File: config.mk
export PLATFORM = sky130hd
export DESIGN_NAME = riscv_muldiv
export DESIGN_NICKNAME = d
export VERILOG_FILES = /design/src/rtl/riscv_pkg.sv /design/src/rtl/riscv_muldiv_step.sv /design/src/rtl/riscv_muldiv.sv
export SDC_FILE = /design/constraint.sdc
export NUM_CORES = 1
export LEC_CHECK = 0
export CAP_MARGIN = 20
export CORE_UTILIZATION = 50
export CTS_BUF_LIST = sky130_fd_sc_hd__clkbuf_8
export DETAILED_ROUTE_END_ITERATION = 7
export HOLD_SLACK_MARGIN = 0.05
export PLACE_DENSITY = 0.69
export SLEW_MARGIN = 40
export SYNTH_ARGS = -nofsm -noshare
export SYNTH_HDL_FRONTEND = slang
export SYNTH_SLANG_ARGS = --single-unit
File: constraint.sdc
create_clock -name clk -period 6.95 [get_ports clk]
set_input_delay 1.39 -clock clk [delete_from_list [all_inputs] [get_ports clk]]
set_output_delay 1.39 -clock clk [all_outputs]
set_load 0.01 [all_outputs]
File: src/rtl/riscv_pkg.sv
// Shared types for the iterative multiply/divide unit: operation encoding and FSM states.
package riscv_pkg;

    typedef enum logic [2:0] {
        OP_MUL    = 3'b000,
        OP_MULH   = 3'b001,
        OP_MULHSU = 3'b010,
        OP_MULHU  = 3'b011,
        OP_DIV    = 3'b100,
        OP_DIVU   = 3'b101,
        OP_REM    = 3'b110,
        OP_REMU   = 3'b111
    } muldiv_op_t;

    typedef enum logic [1:0] {
        IDLE,
        CALC,
        DONE
    } muldiv_state_t;

endpackage

File: src/rtl/riscv_muldiv_step.sv
// One iteration of the unsigned datapath: a shift-add multiply bit or a restoring-divide bit.
module muldiv_step #(
    parameter int WIDTH = 32
) (
    input  logic             is_div,
    input  logic [WIDTH-1:0] hi,
    input  logic [WIDTH-1:0] lo,
    input  logic [WIDTH-1:0] m,
    output logic [WIDTH-1:0] hi_nxt,
    output logic [WIDTH-1:0] lo_nxt
);

    logic [WIDTH:0]   sum;
    logic [WIDTH:0]   shifted;
    logic [WIDTH-1:0] diff;
    logic             ge;

    always_comb begin
        sum     = {1'b0, hi} + (lo[0] ? {1'b0, m} : '0);
        shifted = {hi, lo[WIDTH-1]};
        ge      = shifted >= {1'b0, m};
        // When ge holds the true difference is below m, so the low WIDTH bits are exact.
        diff    = shifted[WIDTH-1:0] - m;
        if (is_div) begin
            hi_nxt = ge ? diff : shifted[WIDTH-1:0];
            lo_nxt = {lo[WIDTH-2:0], ge};
        end else begin
            hi_nxt = sum[WIDTH:1];
            lo_nxt = {sum[0], lo[WIDTH-1:1]};
        end
    end

endmodule

File: src/rtl/riscv_muldiv.sv
// Iterative RISC-V M-extension unit: WIDTH-cycle shift-add multiply and restoring divide
// on operand magnitudes, with the sign applied to the final result.
module riscv_muldiv
    import riscv_pkg::*;
#(
    parameter int WIDTH = 32,
    parameter int CNT_W = $clog2(WIDTH + 1)
) (
    input  logic             clk,
    input  logic             rst_n,
    input  logic             req_valid,
    output logic             req_ready,
    input  logic [2:0]       op,
    input  logic [WIDTH-1:0] a,
    input  logic [WIDTH-1:0] b,
    input  logic             kill,
    output logic             resp_valid,
    input  logic             resp_ready,
    output logic [WIDTH-1:0] out,
    output logic             zero_flag
);

    localparam logic [WIDTH-1:0] MIN_NEG = {1'b1, {(WIDTH-1){1'b0}}};

    function automatic logic [WIDTH-1:0] cneg(input logic [WIDTH-1:0] x, input logic n);
        return n ? -x : x;
    endfunction

    muldiv_state_t      state, state_nxt;
    muldiv_op_t         op_in, op_q;
    logic               neg_q;
    logic [CNT_W-1:0]   cnt;
    logic [WIDTH-1:0]   hi, lo, m, res;
    logic [WIDTH-1:0]   hi_step, lo_step;
    logic               accept, last, is_div_q;
    logic               a_neg, b_neg, neg_in, special;
    logic [WIDTH-1:0]   special_res, fin_res;
    logic [2*WIDTH-1:0] prod, prod_fix;

    assign op_in    = muldiv_op_t'(op);
    assign accept   = (state == IDLE) && req_valid && !kill;
    assign last     = (cnt == CNT_W'(WIDTH - 1));
    assign is_div_q = op_q inside {OP_DIV, OP_DIVU, OP_REM, OP_REMU};

    always_comb begin
        a_neg       = 1'b0;
        b_neg       = 1'b0;
        neg_in      = 1'b0;
        special     = 1'b0;
        special_res = '0;
        case (op_in)
            OP_MULH:   begin a_neg = a[WIDTH-1]; b_neg = b[WIDTH-1]; neg_in = a_neg ^ b_neg; end
            OP_MULHSU: begin a_neg = a[WIDTH-1]; neg_in = a_neg; end
            OP_DIV:    begin a_neg = a[WIDTH-1]; b_neg = b[WIDTH-1]; neg_in = a_neg ^ b_neg; end
            OP_REM:    begin a_neg = a[WIDTH-1]; b_neg = b[WIDTH-1]; neg_in = a_neg; end
            default:   ;
        endcase
        // Divide-by-zero and signed overflow bypass the iteration; op[1] selects remainder.
        if (op[2] && (b == '0)) begin
            special     = 1'b1;
            special_res = op[1] ? a : '1;
        end else if ((op_in == OP_DIV || op_in == OP_REM) && (a == MIN_NEG) && (&b)) begin
            special     = 1'b1;
            special_res = op[1] ? '0 : a;
        end
    end

    muldiv_step #(.WIDTH(WIDTH)) u_step (
        .is_div (is_div_q),
        .hi     (hi),
        .lo     (lo),
        .m      (m),
        .hi_nxt (hi_step),
        .lo_nxt (lo_step)
    );

    always_comb begin
        prod     = {hi_step, lo_step};
        prod_fix = neg_q ? -prod : prod;
        case (op_q)
            OP_MUL:                       fin_res = prod_fix[WIDTH-1:0];
            OP_MULH, OP_MULHSU, OP_MULHU: fin_res = prod_fix[2*WIDTH-1:WIDTH];
            OP_DIV, OP_DIVU:              fin_res = cneg(lo_step, neg_q);
            default:                      fin_res = cneg(hi_step, neg_q);
        endcase
    end

    always_ff @(posedge clk or negedge rst_n) begin
        if (!rst_n) begin
            op_q  <= OP_MUL;
            neg_q <= 1'b0;
            cnt   <= '0;
            hi    <= '0;
            lo    <= '0;
            m     <= '0;
            res   <= '0;
        end else if (accept) begin
            op_q  <= op_in;
            neg_q <= neg_in;
            cnt   <= '0;
            hi    <= '0;
            res   <= special_res;
            if (op[2]) begin
                m  <= cneg(b, b_neg);
                lo <= cneg(a, a_neg);
            end else begin
                m  <= cneg(a, a_neg);
                lo <= cneg(b, b_neg);
            end
        end else if (state == CALC && !kill) begin
            hi  <= hi_step;
            lo  <= lo_step;
            cnt <= cnt + CNT_W'(1);
            if (last) res <= fin_res;
        end
    end

    always_ff @(posedge clk or negedge rst_n) begin
        if (!rst_n) state <= IDLE;
        else        state <= state_nxt;
    end

    always_comb begin
        state_nxt  = state;
        req_ready  = 1'b0;
        resp_valid = 1'b0;
        out        = '0;
        zero_flag  = 1'b0;
        case (state)
            IDLE: begin
                req_ready = 1'b1;
                if (accept) state_nxt = special ? DONE : CALC;
            end
            CALC: begin
                if (kill)      state_nxt = IDLE;
                else if (last) state_nxt = DONE;
            end
            DONE: begin
                resp_valid = 1'b1;
                out        = res;
                zero_flag  = (res == '0);
                if (kill || resp_ready) state_nxt = IDLE;
            end
            default: state_nxt = IDLE;
        endcase
    end

endmodule
# After elaboration in Yosys (flattened, before gate mapping)
# Index checks and enable logic that the tools add are counted.
[totals]
ff_bits = 140
input_bits = 72
out_inout_bits = 35
word_cells = 101
[op_classes]
add_sub_neg = 8
n_lt_le_gt_ge = 1
eq_ne = 18
muxes = 40
n_bitwise = 1
n_reduce_logical = 25
[ops]
columns = ["op", "count"]
rows = [
  ["32-bit 2-to-1 mux", 22],
  ["32-bit negator", 4],
  ["32-bit one-hot mux with 3 select lines", 1],
  ["32-bit zero test", 2],
  ["64-bit 2-to-1 mux", 1],
  ["64-bit negator", 1],
  ["32-bit by 33-bit adder with 33-bit output", 1],
  ["33-bit by 32-bit greater-or-equal comparator with 1-bit output", 1],
  ["32-bit == test (second input constant)", 1],
  ["32-bit AND reduction", 1],
  ["32-bit subtractor", 1],
  ["3-bit == test (second input constant)", 6],
  ["6-bit 2-to-1 mux", 2],
  ["2-bit 2-to-1 mux", 5],
  ["3-bit by 2-bit == test with 1-bit output (second input constant)", 3],
  ["1-bit 2-to-1 mux", 7],
  ["6-bit by 1-bit adder with 6-bit output (second input constant)", 1],
  ["3-bit by 1-bit == test with 1-bit output (second input constant)", 2],
  ["6-bit by 5-bit == test with 1-bit output (second input constant)", 1],
  ["1-bit logical AND", 6],
  ["2-bit one-hot mux with 3 select lines", 1],
  ["2-bit OR reduction", 3],
  ["3-bit OR reduction", 2],
  ["2-bit inequality test (second input constant)", 2],
  ["14 further kinds", 16],
]

# Depth between registers and ports, before layout
[depth]
word_depth = 9
mapped_depth = 26
ltp_nobuf = 22

# By module
# Synthesis repeated with hierarchy kept, for this count alone.
[unflattened]
hier_cells = 2068
area_unflattened_um2 = 15504.9
[by_module_without_submodules]
columns = ["module", "n_inst", "cells_per_inst", "area_per_inst_um2", "seq_area_each_um2"]
rows = [
  ["riscv_muldiv", 1, 1365, 10789.1, 3503.4],
  ["muldiv_step", 1, 703, 4715.8, 0.0],
]

# Worst setup path before layout
# Ideal clock, no wire load.
[synth_path]
kind = "register to register"
startpoint = "register hi[9]"
endpoint = "register res[24]"
setup_time_ns = 0.128
arrival_time_ns = 5.365
required_ns = 6.822
setup_slack_ns = 1.457
stages_incl_launch_ff = 25
path_buffers = 5
synth_period_minus_slack_ns = 5.493
path_cell_list = "dfrtp_1 > ha_1 > buf_2 > and4_4 > and2_4 > a221oi_2 > a21boi_1 > nor2_2 > buf_2 > buf_2 > clkbuf_1 > nand2_1 > o21ai_0 > ha_1 > o21ai_0 > nor4_2 > nand3_1 > or2_1 > or2_0 > clkbuf_1 > or4_1 > o31ai_1 > xnor2_1 > a221oi_1 > o21ai_1"
[synth_via]
elab_chain_len = 9
word_cells_on_any_way = 16
cone_classes = "5 x add/sub; 1 x order compare; 10 x mux"
[synth_lines]
columns = ["item", "line_no", "source"]
rows = [
  ["from (decl)", "riscv_muldiv.sv:33", "logic [WIDTH-1:0] hi, lo, m, res;"],
  ["from (signal assigned)", "riscv_muldiv.sv:111", "hi <= hi_step;"],
  ["32-bit subtractor or 33-bit by 32-bit greater-or-equal comparator with 1-bit output (tied branches)", "riscv_muldiv_step.sv:23, riscv_muldiv_step.sv:21", ""],
  ["32-bit 2-to-1 mux", "riscv_muldiv_step.sv:25", "hi_nxt = ge ? diff : shifted[WIDTH-1:0];"],
  ["32-bit 2-to-1 mux", "riscv_muldiv_step.sv:24", "if (is_div) begin"],
  ["64-bit negator or 32-bit negator (tied branches)", "riscv_muldiv.sv:79, riscv_muldiv.sv:26", ""],
  ["64-bit 2-to-1 mux or 32-bit 2-to-1 mux (tied branches)", "riscv_muldiv.sv:79, riscv_muldiv.sv:26", ""],
  ["32-bit one-hot mux with 3 select lines *", "riscv_muldiv.sv:80", "case (op_q)"],
  ["32-bit 2-to-1 mux *", "riscv_muldiv.sv:114", "if (last) res <= fin_res;"],
  ["32-bit 2-to-1 mux *", "riscv_muldiv.sv:110", "end else if (state == CALC && !kill) begin"],
  ["32-bit 2-to-1 mux *", "riscv_muldiv.sv:97", "end else if (accept) begin"],
  ["to (signal assigned)", "riscv_muldiv.sv:102", "res <= special_res;"],
  ["to (signal assigned)", "riscv_muldiv.sv:114", ""],
  ["to (decl)", "riscv_muldiv.sv:33", ""],
]
# Mark *: on every way between the ends. The rest lies on a longest branch, timed or not. The select of a mux whose other input is x is not followed.
# A chain may end at the register's enable or synchronous reset.

# Final worst setup path
[layout_path]
startpoint = "register hi[29]"
endpoint = "register res[26]"
[layout_via]
elab_chain_len = 9
word_cells_on_any_way = 14
cone_classes = "3 x add/sub; 1 x order compare; 10 x mux"
[layout_lines]
columns = ["item", "line_no", "source"]
rows = [
  ["33-bit by 32-bit greater-or-equal comparator with 1-bit output *", "riscv_muldiv_step.sv:21", "ge = shifted >= {1'b0, m};"],
  ["32-bit 2-to-1 mux", "riscv_muldiv_step.sv:25", ""],
  ["32-bit 2-to-1 mux", "riscv_muldiv_step.sv:24", ""],
  ["64-bit negator or 32-bit negator (tied branches)", "riscv_muldiv.sv:79, riscv_muldiv.sv:26", ""],
  ["64-bit 2-to-1 mux or 32-bit 2-to-1 mux (tied branches)", "riscv_muldiv.sv:79, riscv_muldiv.sv:26", ""],
  ["32-bit one-hot mux with 3 select lines *", "riscv_muldiv.sv:80", ""],
  ["32-bit 2-to-1 mux *", "riscv_muldiv.sv:114", ""],
  ["32-bit 2-to-1 mux *", "riscv_muldiv.sv:110", ""],
  ["32-bit 2-to-1 mux *", "riscv_muldiv.sv:97", ""],
]
# Marked as above.

==> flow_summary.toml <==
[global_routing]
grt_pass1_wl_um = 98570
globalRouteTotalUtil_pct = 39.97
overflow = 0
antenna_found_initial = 3
grt_max_degree = 87
grt_pass1_vias = 15910

[detailed_routing]
vias_per_cell = 6.666
drt_wl_total_um = 65860
wire_per_inst_um = 25.22
drt-initial-drc-count = 2093
drc = 0
firstDrtPassIters = 8
ant_nets = 0
num_vias = 17410

[critical_path]
worst-path-max-fanout = 5
r2r-start = "hi[29]"
crit_path_end_kind = "flip-flop"
regToRegSetupSlack_ns = 0.46
critPathLaunch = "hi[29]"
worstPathArrival_ns = 6.85
required_ns = 7.31
worstSetupPathType = "flip-flop to flip-flop"
crit_path_start_kind = "flip-flop"

[timing]
finalCriticalPeriod_ns = 6.492
setup_tns_ns = 0
setup_viol = 0
rsz0062_at_grt = "false"
hold_violations = 0
finalCritPeriodShare_pct = 93.41
fmax_mhz = 154.0
fin_skew_ns = 0.02082
worstMarginPinSlew_ns = 0.9010
slew_viol_final = 0
relSlewSlack_pct = 39.57

[floorplanning]
die_h_um = 180.9
dieArea_mm2 = 0.03274
start_util_pct = 50.73
ioPinCount = 107
core_mm2 = 0.03156
row_count = 65
die_w_um = 180.9

[synthesis]
synth_top_area_cell = "dfrtp_1"
synth_area_mm2 = 0.01601
synth_ff_type = "dfrtp_1"
ys_seq_area_share_pct = 21.88
synth_area_leaders = "dfrtp_1 22%, o21ai_0 6.5%, nand2_1 5.9%, xnor2_1 5.8%, ha_1 5.5%"
synth_edf_count = 0
synth.yosys.warnings = 0
synth.distinct_cells = 101
synth_fp_nets = 2311
yosys.area.top_type_share_pct = 21.88
synthTopCellsByCount = "253 x nand2_1, 208 x o21ai_0, 179 x nor2_1, 169 x a21oi_1, 140 x dfrtp_1"
syn_avg_cell_area_um2 = 7.388
synthArstFlopShare_pct = 100.0
synth.most_common_cell = "nand2_1"
ys_seq_elements = 140
synthCells = 2167

[layout]
regArea_mm2 = 0.003508
num_antenna_cells = 0
syn_to_final_growth_pct = 11.10
finalNetCount = 2341
multi_input_area_mm2 = 0.01172
layout-drive-gt1-share_pct = 6.471
final.fill_count = 3043
final_cells = 2612

[cts]
clkSinkCount = 140
worstSkewPairLatency_ns = 0.51
cts_buffers = 17
cts_resized = 0
cts_hold_buf = 0
cts_tree = "built"
root_buffer = "clkbuf_8"
clk_pin_slew_worst_paths_ns = 0.09
cts_max_level = 4
cts_setup_buffers = 0
cts.path.max_buffers = 2

[power_and_ir_drop]
leakage_nw = 7.172
ir_drop_uv = 173.8
powerDensity_mw_per_mm2 = 429.1

[run_status]
status = "finished clean"

[hold_path]
min_path_type = "flip-flop to flip-flop"
min_from = "m[30]"

[placed_design]
post-place-cells = 2579
place_congestion = 1.043
portBuffers = 106
hpwl_um = 51130

[flow_run]
drv_cap = 0
[flip-flops by register name, summed over array words and instances, names as in the netlist]
signal / count
hi: 32
lo: 32
m: 32
res: 32
cnt: 6
op_q: 3
state: 2
neg_q: 1
[per-layer routing]
| metal | vias to the layer above | GRT usage (%) | part of all wire [%] |
|---|---|---|---|
| met1 | 8260 | 53.39 | 41 |
| met3 | 160 | 5.644 | 9.2 |
| met2 | 992 | 62.01 | 44 |
| met4 | 2 | 22.47 | 6.1 |
| met5 | - | 0 | 0.020 |
| li1 | 7997 | - | - |
[power by group]
part           switching, mW  internal (mW)  total (mW)  leakage [nW]
Combinational           3.66           1.97        5.63          5.15
Sequential             0.269           1.00        1.27          1.82
Clock                  0.405          0.326       0.731         0.201
[critical path: stages (launching register included)]
cell and delay (ns):
dfrtp_1 0.43, ha_1 0.37, a21o_1 0.19, a211o_1 0.35, a21oi_1 0.28, nand3_1 0.17, nor2_2 0.24, nand2_1 0.08
o21ai_0 0.27, ha_1 0.35, o21ai_0 0.20, nor4_2 0.51, nand3_1 0.20, or2_1 0.30, nor2_1 0.42, nand4_1 0.17
nand4b_1 0.34, o31ai_1 0.42, xor2_1 0.12, a221oi_1 0.80, o211ai_1 0.14
[path summary, 6_finish.rpt]
kind / end / cells after the start
max in group asynchronous: neg_q / 3
min in group asynchronous: m[7] / 1
hold / removal: m[30] / 2
setup reg to reg: res[26] / 20
hold reg to reg: m[30] / 2
setup / recovery: res[26] / 20
[per-stage QoR]
stage          setup WS (ns)  util, %  cell area [um^2]  hold slack, ns  power [mW]
2_1_floorplan          1.457        -             16010          0.4639       4.953
3_3_place_gp          0.8388    54.92             17330          0.4881       6.629
5_1_grt              0.03604    56.36             17790          0.5385       8.050
4_1_cts               0.7136    56.28             17760          0.5171       7.434
6_report              0.4582    56.36             17790          0.5204       7.632
3_5_place_dp          0.7508    55.01             17360          0.4964       6.683
[area by class of cell]
| class | instances | area share (%) |
|---|---|---|
| Multi-Input combinational cell | 1821 | 65.87 |
| Sequential cell | 140 | 19.73 |
| Timing Repair Buffer | 146 | 7.830 |
| Tap cell | 402 | 2.828 |
| Inverter | 71 | 1.498 |
| Clock buffer | 17 | 1.316 |
| Clock inverter | 15 | 0.9286 |
[cells in the final DEF (no fill, tap or decap), types with 38 or more instances in the layout]
| cell type | count |
|---|---|
| mux2i_1 | 40 |
| and2_1 | 73 |
| nand2_1 | 253 |
| nor3_1 | 38 |
| buf_4 | 38 |
| ha_1 | 70 |
| clkdlybuf4s50_1 | 104 |
| o211ai_1 | 71 |
| nor2_1 | 177 |
| xor2_1 | 72 |
| nand3_1 | 45 |
| inv_1 | 70 |
| xnor2_1 | 106 |
| dfrtp_1 | 138 |
| o21ai_0 | 208 |
| a21oi_1 | 169 |
[cell families after synthesis]
| logic type | Yosys count | share of synthesized area, % |
|---|---|---|
| simple gates | 770 | 23.93 |
| compound gates | 756 | 30.65 |
| buf+inv | 206 | 5.221 |
| xor+xnor | 178 | 9.738 |
| flops | 140 | 21.88 |
| fa+ha+maj | 72 | 5.721 |
| mux | 45 | 2.853 |
(Power assumes the default switching activity.)
